--- config.mk ---
export PLATFORM = sky130hd
export DESIGN_NAME = queue_with_controller
export DESIGN_NICKNAME = d
export VERILOG_FILES = /design/src/rtl/queue_with_controller.sv
export SDC_FILE = /design/constraint.sdc
export NUM_CORES = 1
export LEC_CHECK = 0
export CORE_ASPECT_RATIO = 0.75
export CORE_MARGIN = 10
export CORE_UTILIZATION = 42
export DETAILED_ROUTE_END_ITERATION = 16
export HOLD_SLACK_MARGIN = 0.03
export PLACE_DENSITY = 0.61
export SYNTH_ARGS = -nofsm -noshare
export SYNTH_HDL_FRONTEND = slang
export SYNTH_SLANG_ARGS = --single-unit
--- constraint.sdc ---
create_clock -name clk -period 2 [get_ports clk]
set_input_delay 0.3 -clock clk [delete_from_list [all_inputs] [get_ports clk]]
set_output_delay 0.3 -clock clk [all_outputs]
set_load 0.01 [all_outputs]
--- src/rtl/queue_with_controller.sv ---
// queue_with_controller
//
// Shift-register operand queue for the queue-based calculator, together with
// the occupancy controller that tracks the next write slot.
//
// Every rising edge of clk executes opcode:
//   00 PUSH      : write back at the tail, unless the queue is full
//   01 NOP       : hold
//   10 POP2_PUSH : drop the two front entries, then write back at the new tail
//   11 POP2      : drop the two front entries
//
// Ports
//   clk      : clock, rising-edge active
//   rst      : asynchronous reset, active-low
//   opcode   : operation executed on every rising edge
//   back     : value written by PUSH and POP2_PUSH
//   pos_back : occupancy, equal to the index of the next write slot (0..DEPTH)
//   top_conc : {entry[0], entry[1]}, with the front element in the upper half
//
// Slots that hold no valid entry are always kept at zero. As a result,
// top_conc reads zero in any half whose entry is not valid, and no masking
// is needed.
module queue_with_controller #(
  parameter int WIDTH = 8,
  parameter int DEPTH = 7,
  parameter int PW    = 3
) (
  input  logic               clk,
  input  logic               rst,
  input  logic [1:0]         opcode,
  input  logic [WIDTH-1:0]   back,
  output logic [PW-1:0]      pos_back,
  output logic [2*WIDTH-1:0] top_conc
);

  typedef enum logic [1:0] {
    OP_PUSH      = 2'b00,
    OP_NOP       = 2'b01,
    OP_POP2_PUSH = 2'b10,
    OP_POP2      = 2'b11
  } op_e;

  localparam logic [PW-1:0] FULL = PW'(DEPTH);

  // The occupancy decrement saturates at zero. Popping from a queue that
  // holds fewer than two entries simply empties it.
  function automatic logic [PW-1:0] sat_sub2(input logic [PW-1:0] p);
    return (p < PW'(2)) ? '0 : p - PW'(2);
  endfunction

  // The occupancy increment saturates at DEPTH.
  function automatic logic [PW-1:0] sat_inc(input logic [PW-1:0] p);
    return (p == FULL) ? p : p + PW'(1);
  endfunction

  op_e              op;
  logic [PW-1:0]    pos_nxt;
  logic [PW-1:0]    pos_pop;
  logic [WIDTH-1:0] entry     [DEPTH];
  logic [WIDTH-1:0] entry_nxt [DEPTH];
  logic [WIDTH-1:0] shifted   [DEPTH];

  assign op      = op_e'(opcode);
  assign pos_pop = sat_sub2(pos_back);

  // Controller: next occupancy
  always_comb begin
    pos_nxt = pos_back;
    case (op)
      OP_PUSH:      pos_nxt = sat_inc(pos_back);
      OP_NOP:       pos_nxt = pos_back;
      OP_POP2_PUSH: pos_nxt = sat_inc(pos_pop);
      OP_POP2:      pos_nxt = pos_pop;
    endcase
  end

  always_ff @(posedge clk or negedge rst) begin
    if (!rst) pos_back <= '0;
    else      pos_back <= pos_nxt;
  end

  // Storage: the queue after dropping the two front entries, zero-filled at the top
  always_comb begin
    for (int i = 0; i < DEPTH - 2; i++) shifted[i] = entry[i+2];
    shifted[DEPTH-2] = '0;
    shifted[DEPTH-1] = '0;
  end

  // Write indices come from the pre-edge pos_back. After a pop, the new
  // tail sits at the saturated pos_back-2.
  always_comb begin
    entry_nxt = entry;
    case (op)
      OP_PUSH: begin
        if (pos_back < FULL) entry_nxt[pos_back] = back;
      end
      OP_NOP: entry_nxt = entry;
      OP_POP2_PUSH: begin
        entry_nxt          = shifted;
        entry_nxt[pos_pop] = back;
      end
      OP_POP2: entry_nxt = shifted;
    endcase
  end

  always_ff @(posedge clk or negedge rst) begin
    if (!rst) entry <= '{default: '0};
    else      entry <= entry_nxt;
  end

  assign top_conc = {entry[0], entry[1]};

endmodule

Yosys cells after proc, flatten, opt, wreduce, memory -nomap -nowiden
Cells that the tools add are included.
{"block": "classes", "n_addsub": 3, "mul": 0, "n_div": 0, "magnitude_cmp": 6, "n_eq_ne": 7, "n_shift": 0, "mux": 12, "bitwise_logic": 3, "reduce_logical": 5}
{"op": "$pmux W56 S3", "n": 1}
{"op": "$bwmux W56", "n": 2}
{"op": "$mux W56", "n": 1}
{"op": "$demux W8 S3", "n": 2}
{"op": "$mux W8", "n": 2}
{"op": "$mux W3", "n": 3}
{"op": "$pmux W3 S3", "n": 1}
{"op": "$ge A4 B4 Y1 const B", "n": 2}
{"op": "$lt A4 B1 Y1 const B", "n": 2}
{"op": "$not A3 Y4", "n": 2}
{"op": "$add A3 B1 Y3 const B", "n": 2}
{"op": "$eq A3 B3 Y1 const B", "n": 2}
{"op": "$eq A2 B2 Y1 const B", "n": 2}
{"op": "$ne A2 B2 Y1 const B", "n": 2}
{"op": "$reduce_and A2 Y1", "n": 2}
{"op": "$lt A3 B2 Y1 const B", "n": 1}
{"op": "$lt A3 B3 Y1 const B", "n": 1}
{"op": "$sub A3 B2 Y3 const B", "n": 1}
{"op": "$eq A2 B1 Y1 const B", "n": 1}
{"op": "$logic_and A1 B1 Y1", "n": 2}
{"op": "$logic_not A2 Y1", "n": 1}
{"op": "$not A1 Y1", "n": 1}
{"block": "totals", "ff_bits": 59, "latch_bits": 0, "mem_bits_rw": 0, "romBits": 0, "output_inout_bits": 19, "wordCells": 44, "memories": 0}

Longest topological paths before layout
Gate-level depths: netlist (run 1).
{"block": "logic_depth", "depth_word": 9, "mapped_depth": 7, "mapped_depth_nobuf": 5}

Worst setup path before layout (run 1)
Ideal clock, no wire load.
{"block": "synth_path", "path_kind": "flip-flop to flip-flop", "from": "register pos_back[0]", "to": "register (tool-made name)", "setup_time_ns": 0.130, "arrival_ns": 1.659, "required_ns": 1.870, "setup_slack_ns": 0.210, "stages_incl_launch_ff": 6, "n_path_buf": 1, "cell_sequence": "dfrtp_1 -> buf_2 -> nor3b_4 -> mux2_2 -> a222oi_1 -> a21oi_1"}
{"item": "start: declaration", "line_no": "32", "source": "output logic [PW-1:0] pos_back,"}
{"item": "start signal: assignment", "line_no": "79", "source": "else pos_back <= pos_nxt;"}

Worst setup path in the final report (run 1)
{"block": "layout_path", "from": "register pos_back[0]", "to": "output pos_back[0]"}
No word-level cell between the ends.

==> results of run 1 <==
==> area by class of cell <==
| type | count | area, sq um | area share, % |
|---|---|---|---|
| Clock buffer | 9 | 123.9 | 3.001 |
| Sequential cell | 59 | 1478 | 35.80 |
| Inverter | 11 | 41.29 | 1.000 |
| Clock inverter | 7 | 100.1 | 2.425 |
| Tap cell | 105 | 131.4 | 3.183 |
| Timing Repair Buffer | 66 | 643.1 | 15.58 |
| Multi-Input combinational cell | 227 | 1610 | 39.01 |
==> logic make-up after synthesis <==
kind of cell,Yosys count
compound gates,110
buf+inv,58
fa+ha+maj,2
xor+xnor,1
simple gates,84
flops,59
mux,30
==> layer usage <==
layer	routed length [microns]	GRT usage [%]	vias up	share of wire, %
met5	0	0	-	0
met4	66	3.357	0	0.71
met3	675	4.603	8	7.3
met2	4080	22.08	98	44
met1	4469	22.34	1444	48
li1	-	-	1324	-
==> what timing repair did <==
| action | CTS | global route |
|---|---|---|
| gates resized for setup | 1 | 0 |
| gates cloned | 0 | 0 |
| endpoints found under the hold margin | 13 | 0 |
| setup buffers | 0 | 3 |
| setup endpoints to repair | 1 | 1 |
| hold buffers | 1 | 0 |
==> final timing paths <==
| path | depth (start not counted) | slack (ns) | from | endpoint |
|---|---|---|---|---|
| worst min-delay path | 2 | 0.41 | rst | async pin |
| worst min register to register | 1 | 0.51 | register | register |
| min in group clk | 1 | 0.51 | register | register |
| worst max register to register | 4 | 0.14 | pos_back[2] | register |
| max in group asynchronous | 3 | 1.01 | rst | async pin |
| worst max-delay path | 2 | 0.09 | pos_back[0] | pos_back[0] |
==> worst reg2reg max path, cell delays in order, from the launching register on <==
cell	delay, ns
dfrtp_1	0.45
buf_12	0.18
nor4b_2	0.70
a222oi_1	0.27
a21oi_1	0.19
==> per-stage QoR <==
step	power [mW]	setup TNS, ns	instances
after detailed placement	4.054	-1.663	464
after CTS	5.323	0	481
final	5.338	0	484
after floorplan	3.338	0	344
after global placement	4.018	-0.9843	464
after global routing	5.651	0	484
==> placed cells by master, fill, tap and decap left out, types with 3 or more instances in the layout <==
master           count
dfrtp_1             58
a21oi_1             44
nor2_1              36
clkdlybuf4s50_1     29
buf_4               29
nand2_1             20
mux2_2              20
a222oi_1            16
inv_1               11
o22ai_1             11
a221oi_1             9
clkbuf_8             9
a22o_1               8
mux2_1               6
buf_12               6
nor3_1               5
mux2i_1              4
o21ai_0              4
nand2b_1             4
a31oi_1              3
clkinvlp_4           3
==> report_power, final <==
part           internal (mW)  total [mW]  switching, mW
logic                   1.19        2.31           1.13
clock network          0.707        1.24          0.529
registers               1.53        1.79          0.257
total                   3.42        5.34           1.91
==> metrics, run 1 <==
CP Max Fanout 12; Starting DRT DRC Count 209; final hold vios 0; mux cell area share after synthesis 9.783%; VDD IR max 0.6508 mV; Top-Level Pins 31; total wire length 9292 microns; worst-path cell chain buf_4 -> clkdlybuf4s50_1; Crit. End Element output port; Synth Area in XOR/XNOR 0.2574%; Num CTS Buffers 9; TritonRoute pass-1 iters 5; Pwr per Cell Area 1293 nW/um^2; placed cell area 3870 sq um; initial antenna violation count 0; Worst-Skew Late Latency 0.35 ns; clock net sink count 59; fmax 0.5243 GHz; Net Count, Synth 358; routability cong. 0.8502; Placement Setup Slack -0.1375 ns; status complete, no violations; final net count 388; Tightest Hold Check Type in2async; Synth Area in Adders 0.7356%; fin crit share 95.37%; first-pass GRT wire length 14880 microns; Critical Path RT 1.70 ns; Seq/Total Area, Yosys 43.40%; critical path arrival 1.61 ns; Avg Cell Area, Syn 9.890 sq um; crit path time final 1.907 ns; Die Ht 97.94 microns; asr flop ratio synth 100.0%; Post-Syn Instances 344; Slew headroom 44.46%; Worst path max stage delay 0.58 ns; Ys Warns 0; Remaining Overflow, GRT 0; WP buf/inv 2; synth unique cells 49; crit-path leading delay family buffers and inverters; fraction of layout cells with a size suffix above 1 23.48%; ys flop type dfrtp_1; Final Setup Violations 0; clock slew seen by the registers of the worst setup and hold paths 0.08 ns; CTS tree done; design area 4128 sq um; Routed wire per std cell 19.20 microns; port bufs 30; Synth top cells by count dfrtp_1 (59), a21oi_1 (44), nor2_1 (36); Rows 28; Clock Skews 0.01607 ns; crit path launch type register; Vias per Instance 5.938; largest net degree at the start of global routing 31; area leader, netlist dfrtp_1; total number of vias 2874; number of global-route vias before repair 2737; fillers 729; Tightest Pin Transition 0.8309 ns; share of the synthesized area in the top cell type 43.40%; Root Buffer clkbuf_8; setup ws final 0.09259 ns; Slew Limit Fails 0; Post-DP HPWL 6344 microns; Final Core Density 52.37%; Area Growth Syn to Fin 21.33%; H-tree level count 3; ANT cells 0; synthesized area 3402 sq um; die area 12140 sq um; most frequent cell after synthesis dfrtp_1; area fraction in compound gates after synthesis 22.62%; Synth Register Bits 59; Initial Util 43.16%; maximum clock path buffer count 2; CP max stage cell clkdlybuf4s50_1; simple-gate share of the synthesized area 13.94%; hold slack 0.4117 ns; number of flops mapped to enable cells by yosys 0; Leakage 1.737 nW; largest family of logic cells by synthesized area compound AO/OA/AOI/OAI gates; die span in x 123.9 microns; unrepaired setup endpoints after global routing no; max_cap viols 0; post-route ant nets 0; largest cells by area after synthesis dfrtp_1 (43%), mux2_2 (6.6%), a21oi_1 (6.5%); Crit Path Class reg2out; Overall Global Routing Usage 15.46%; CORE AREA 7883 sq um; # DRC 0
No activity file was read; power rests on OpenSTA's default activity.
==> run 2: changes to the inputs <==
- PLACE_DENSITY: 0.61 -> 0.64
- clock period: 2 -> 1.7 ns (I/O delays scaled with it)
==> run 2 against run 1 <==
Compared with the run above: flip-flop and latch count unchanged; sequential power is 20% higher; the flow now finishes with violations (negative setup slack); highest routed layer unchanged; setup slack worse by 0.16 ns; sequential share of layout area down 2.8 points; register-to-register slack worse by 0.20 ns; largest cell class unchanged; via count is 1.9% higher; first-iteration DRC count is 31% higher; critical path type is now reg2reg.
==> metrics, run 2 (synthesis results as in run 1) <==
Num CTS Buffers 9 (unchanged); total wire length 9133 microns (-1.7%); final hold vios 0 (unchanged); Critical Path RT 1.90 ns (+0.20 ns); maximum clock path buffer count 2 (unchanged); status finished, violations left; H-tree level count 3 (unchanged); Final Setup Violations 10 (+10); crit path launch type register; fmax 0.5671 GHz; Area Growth Syn to Fin 31.85%; Pint 4.314 mW (+26%); combinational power share 49.0% (+5.7 points); hold slack 0.4523 ns (+0.04054 ns); Worst path max stage delay 0.46 ns (-0.12 ns); routability cong. 0.8467 (-0.41%); worst-path cell chain nor3b_4 -> buf_12 -> mux2_4 -> a222oi_1 -> a21oi_1; Remaining Overflow, GRT 0 (unchanged); Crit. End Element register; clock power share 19.0% (-4.1 points); design area 4486 sq um (+8.7%); setup ws final -0.06329 ns (-0.1559 ns); CTS tree done; placed cell area 4006 sq um (+3.5%); crit path time final 1.763 ns; Net Sw Frac 35.50% (-0.34 points); Slew Limit Fails 0 (unchanged); CP Max Fanout 6 (-6); Tightest Pin Transition 0.5102 ns (-0.3206 ns); Slew headroom 65.84% (+21 points); port bufs 30 (unchanged); Starting DRT DRC Count 274 (+31%); Worst-Skew Late Latency 0.34 ns (about the same); Top-Level Pins 31 (unchanged); Post-DP HPWL 6242 microns (-1.6%); die span in x 123.9 microns (unchanged); initial antenna violation count 0 (unchanged); die area 12140 sq um (unchanged); Root Buffer clkbuf_8; Rows 28 (unchanged); most common cell after layout, fill and taps aside dfrtp_1; ANT cells 0 (unchanged); final net count 408 (+5.2%); critical path arrival 1.96 ns (+0.35 ns); CP max stage cell dfrtp_2; crit-path leading delay family compound AO/OA/AOI/OAI gates; largest net degree at the start of global routing 60 (+94%); failing checks negative setup slack; clock net sink count 59 (unchanged); switching pwr 2.375 mW (+24%); Crit Path Class reg2reg; overall power 6.689 mW (+25%); fillers 667 (-8.5%); Flop pwr share 32.0% (-1.5 points); fraction of layout cells with a size suffix above 1 33.08% (+9.6 points); clock slew seen by the registers of the worst setup and hold paths 0.07 ns (about the same); Worst R2R Start pos_back[0]; max_cap viols 0 (unchanged); # DRC 0 (unchanged); Leakage 1.944 nW (+12%); Initial Util 43.16% (unchanged); R2R cell count 5 (+1); WP buf/inv 1 (-1); TritonRoute pass-1 iters 7 (+2); unrepaired setup endpoints after global routing yes; Clock Skews 0.008540 ns (-0.007528 ns); most frequent cells in the layout dfrtp_1 (57), a21oi_1 (43), buf_4 (39); Routed wire per std cell 18.12 microns (-5.6%); CORE AREA 7883 sq um (unchanged); Tightest Hold Check Type in2async; VDD IR max 0.5427 mV (-17%); Overall Global Routing Usage 15.06% (-0.40 points); Die Ht 97.94 microns (unchanged); number of global-route vias before repair 2800 (+2.3%); fin crit share 103.7%; total number of vias 2930 (+1.9%); post-route ant nets 0 (unchanged); Vias per Instance 5.813 (-2.1%); reg2reg setup slack -0.06 ns (-0.20 ns); Pwr per Cell Area 1491 nW/um^2 (+15%); first-pass GRT wire length 14840 microns (-0.28%)
run 2: final cells by class:
cell class / instances / area (sq um) / share of cell area, %
Clock buffer: 11 / 141.4 / 3.152
Multi-Input combinational cell: 228 / 1821 / 40.59
Sequential cell: 59 / 1479 / 32.97
Clock inverter: 5 / 52.55 / 1.172
Timing Repair Buffer: 85 / 819.5 / 18.27
Tap cell: 105 / 131.4 / 2.929
Inverter: 11 / 41.29 / 0.9205
run 2: how the worst max path moves through the flow:
| stage | start | to | slack (ns) | cells after the start |
|---|---|---|---|---|
| finish | pos_back[0] | register | -0.06 | 5 |
| global route | pos_back[0] | register | -0.16 | 5 |
| CTS | pos_back[0] | register | -0.08 | 5 |
| detailed placement | opcode[1] | register | -0.30 | 4 |
| global placement | opcode[1] | register | -0.29 | 4 |
| floorplan | pos_back[1] | register | -0.06 | 5 |
run 2: through the flow:
step | utilization [%] | setup slack [ns] | setup TNS [ns] | cells
2_1_floorplan | - | -0.05850 | -0.2604 | 344
4_1_cts | 55.33 | -0.07894 | -0.5812 | 501
5_1_grt | 56.90 | -0.1595 | -2.274 | 504
6_report | 56.90 | -0.06329 | -0.2741 | 504
3_5_place_dp | 50.83 | -0.2998 | -10.52 | 482
3_3_place_gp | 50.83 | -0.2950 | -9.563 | 482
run 2: worst reg2reg max path, delay by kind of cell, from the launching register on:
kind,cells,cell delay (ns)
AO/OA/AOI/OAI,2,0.47
buffers and inverters,1,0.15
flip-flops,1,0.46
multiplexers,1,0.29
AND/OR/NAND/NOR,1,0.26
run 2: layer usage:
layer | global-route usage [%] | wire, microns
met1 | 21.15 | 4292
met2 | 21.80 | 4120
met3 | 4.891 | 576
met4 | 3.622 | 144
met5 | 0 | 0
run 2: power groups by stage:
stage	registers, mW	logic (mW)	clock network [mW]
finish	2.14	3.28	1.27
floorplan	2.04	1.90	0
global route	2.19	3.55	1.36
detailed placement	2.12	2.81	0
CTS	2.12	3.08	1.30
global placement	2.12	2.75	0
run 2: repair_timing:
item | CTS | global route
pin swaps | 20 | 19
setup endpoints to repair | 46 | 50
resized for setup | 30 | 25
hold endpoints to repair | 59 | 0
cloned | 0 | 1
hold buffers | 1 | 0
buffers inserted | 2 | 2
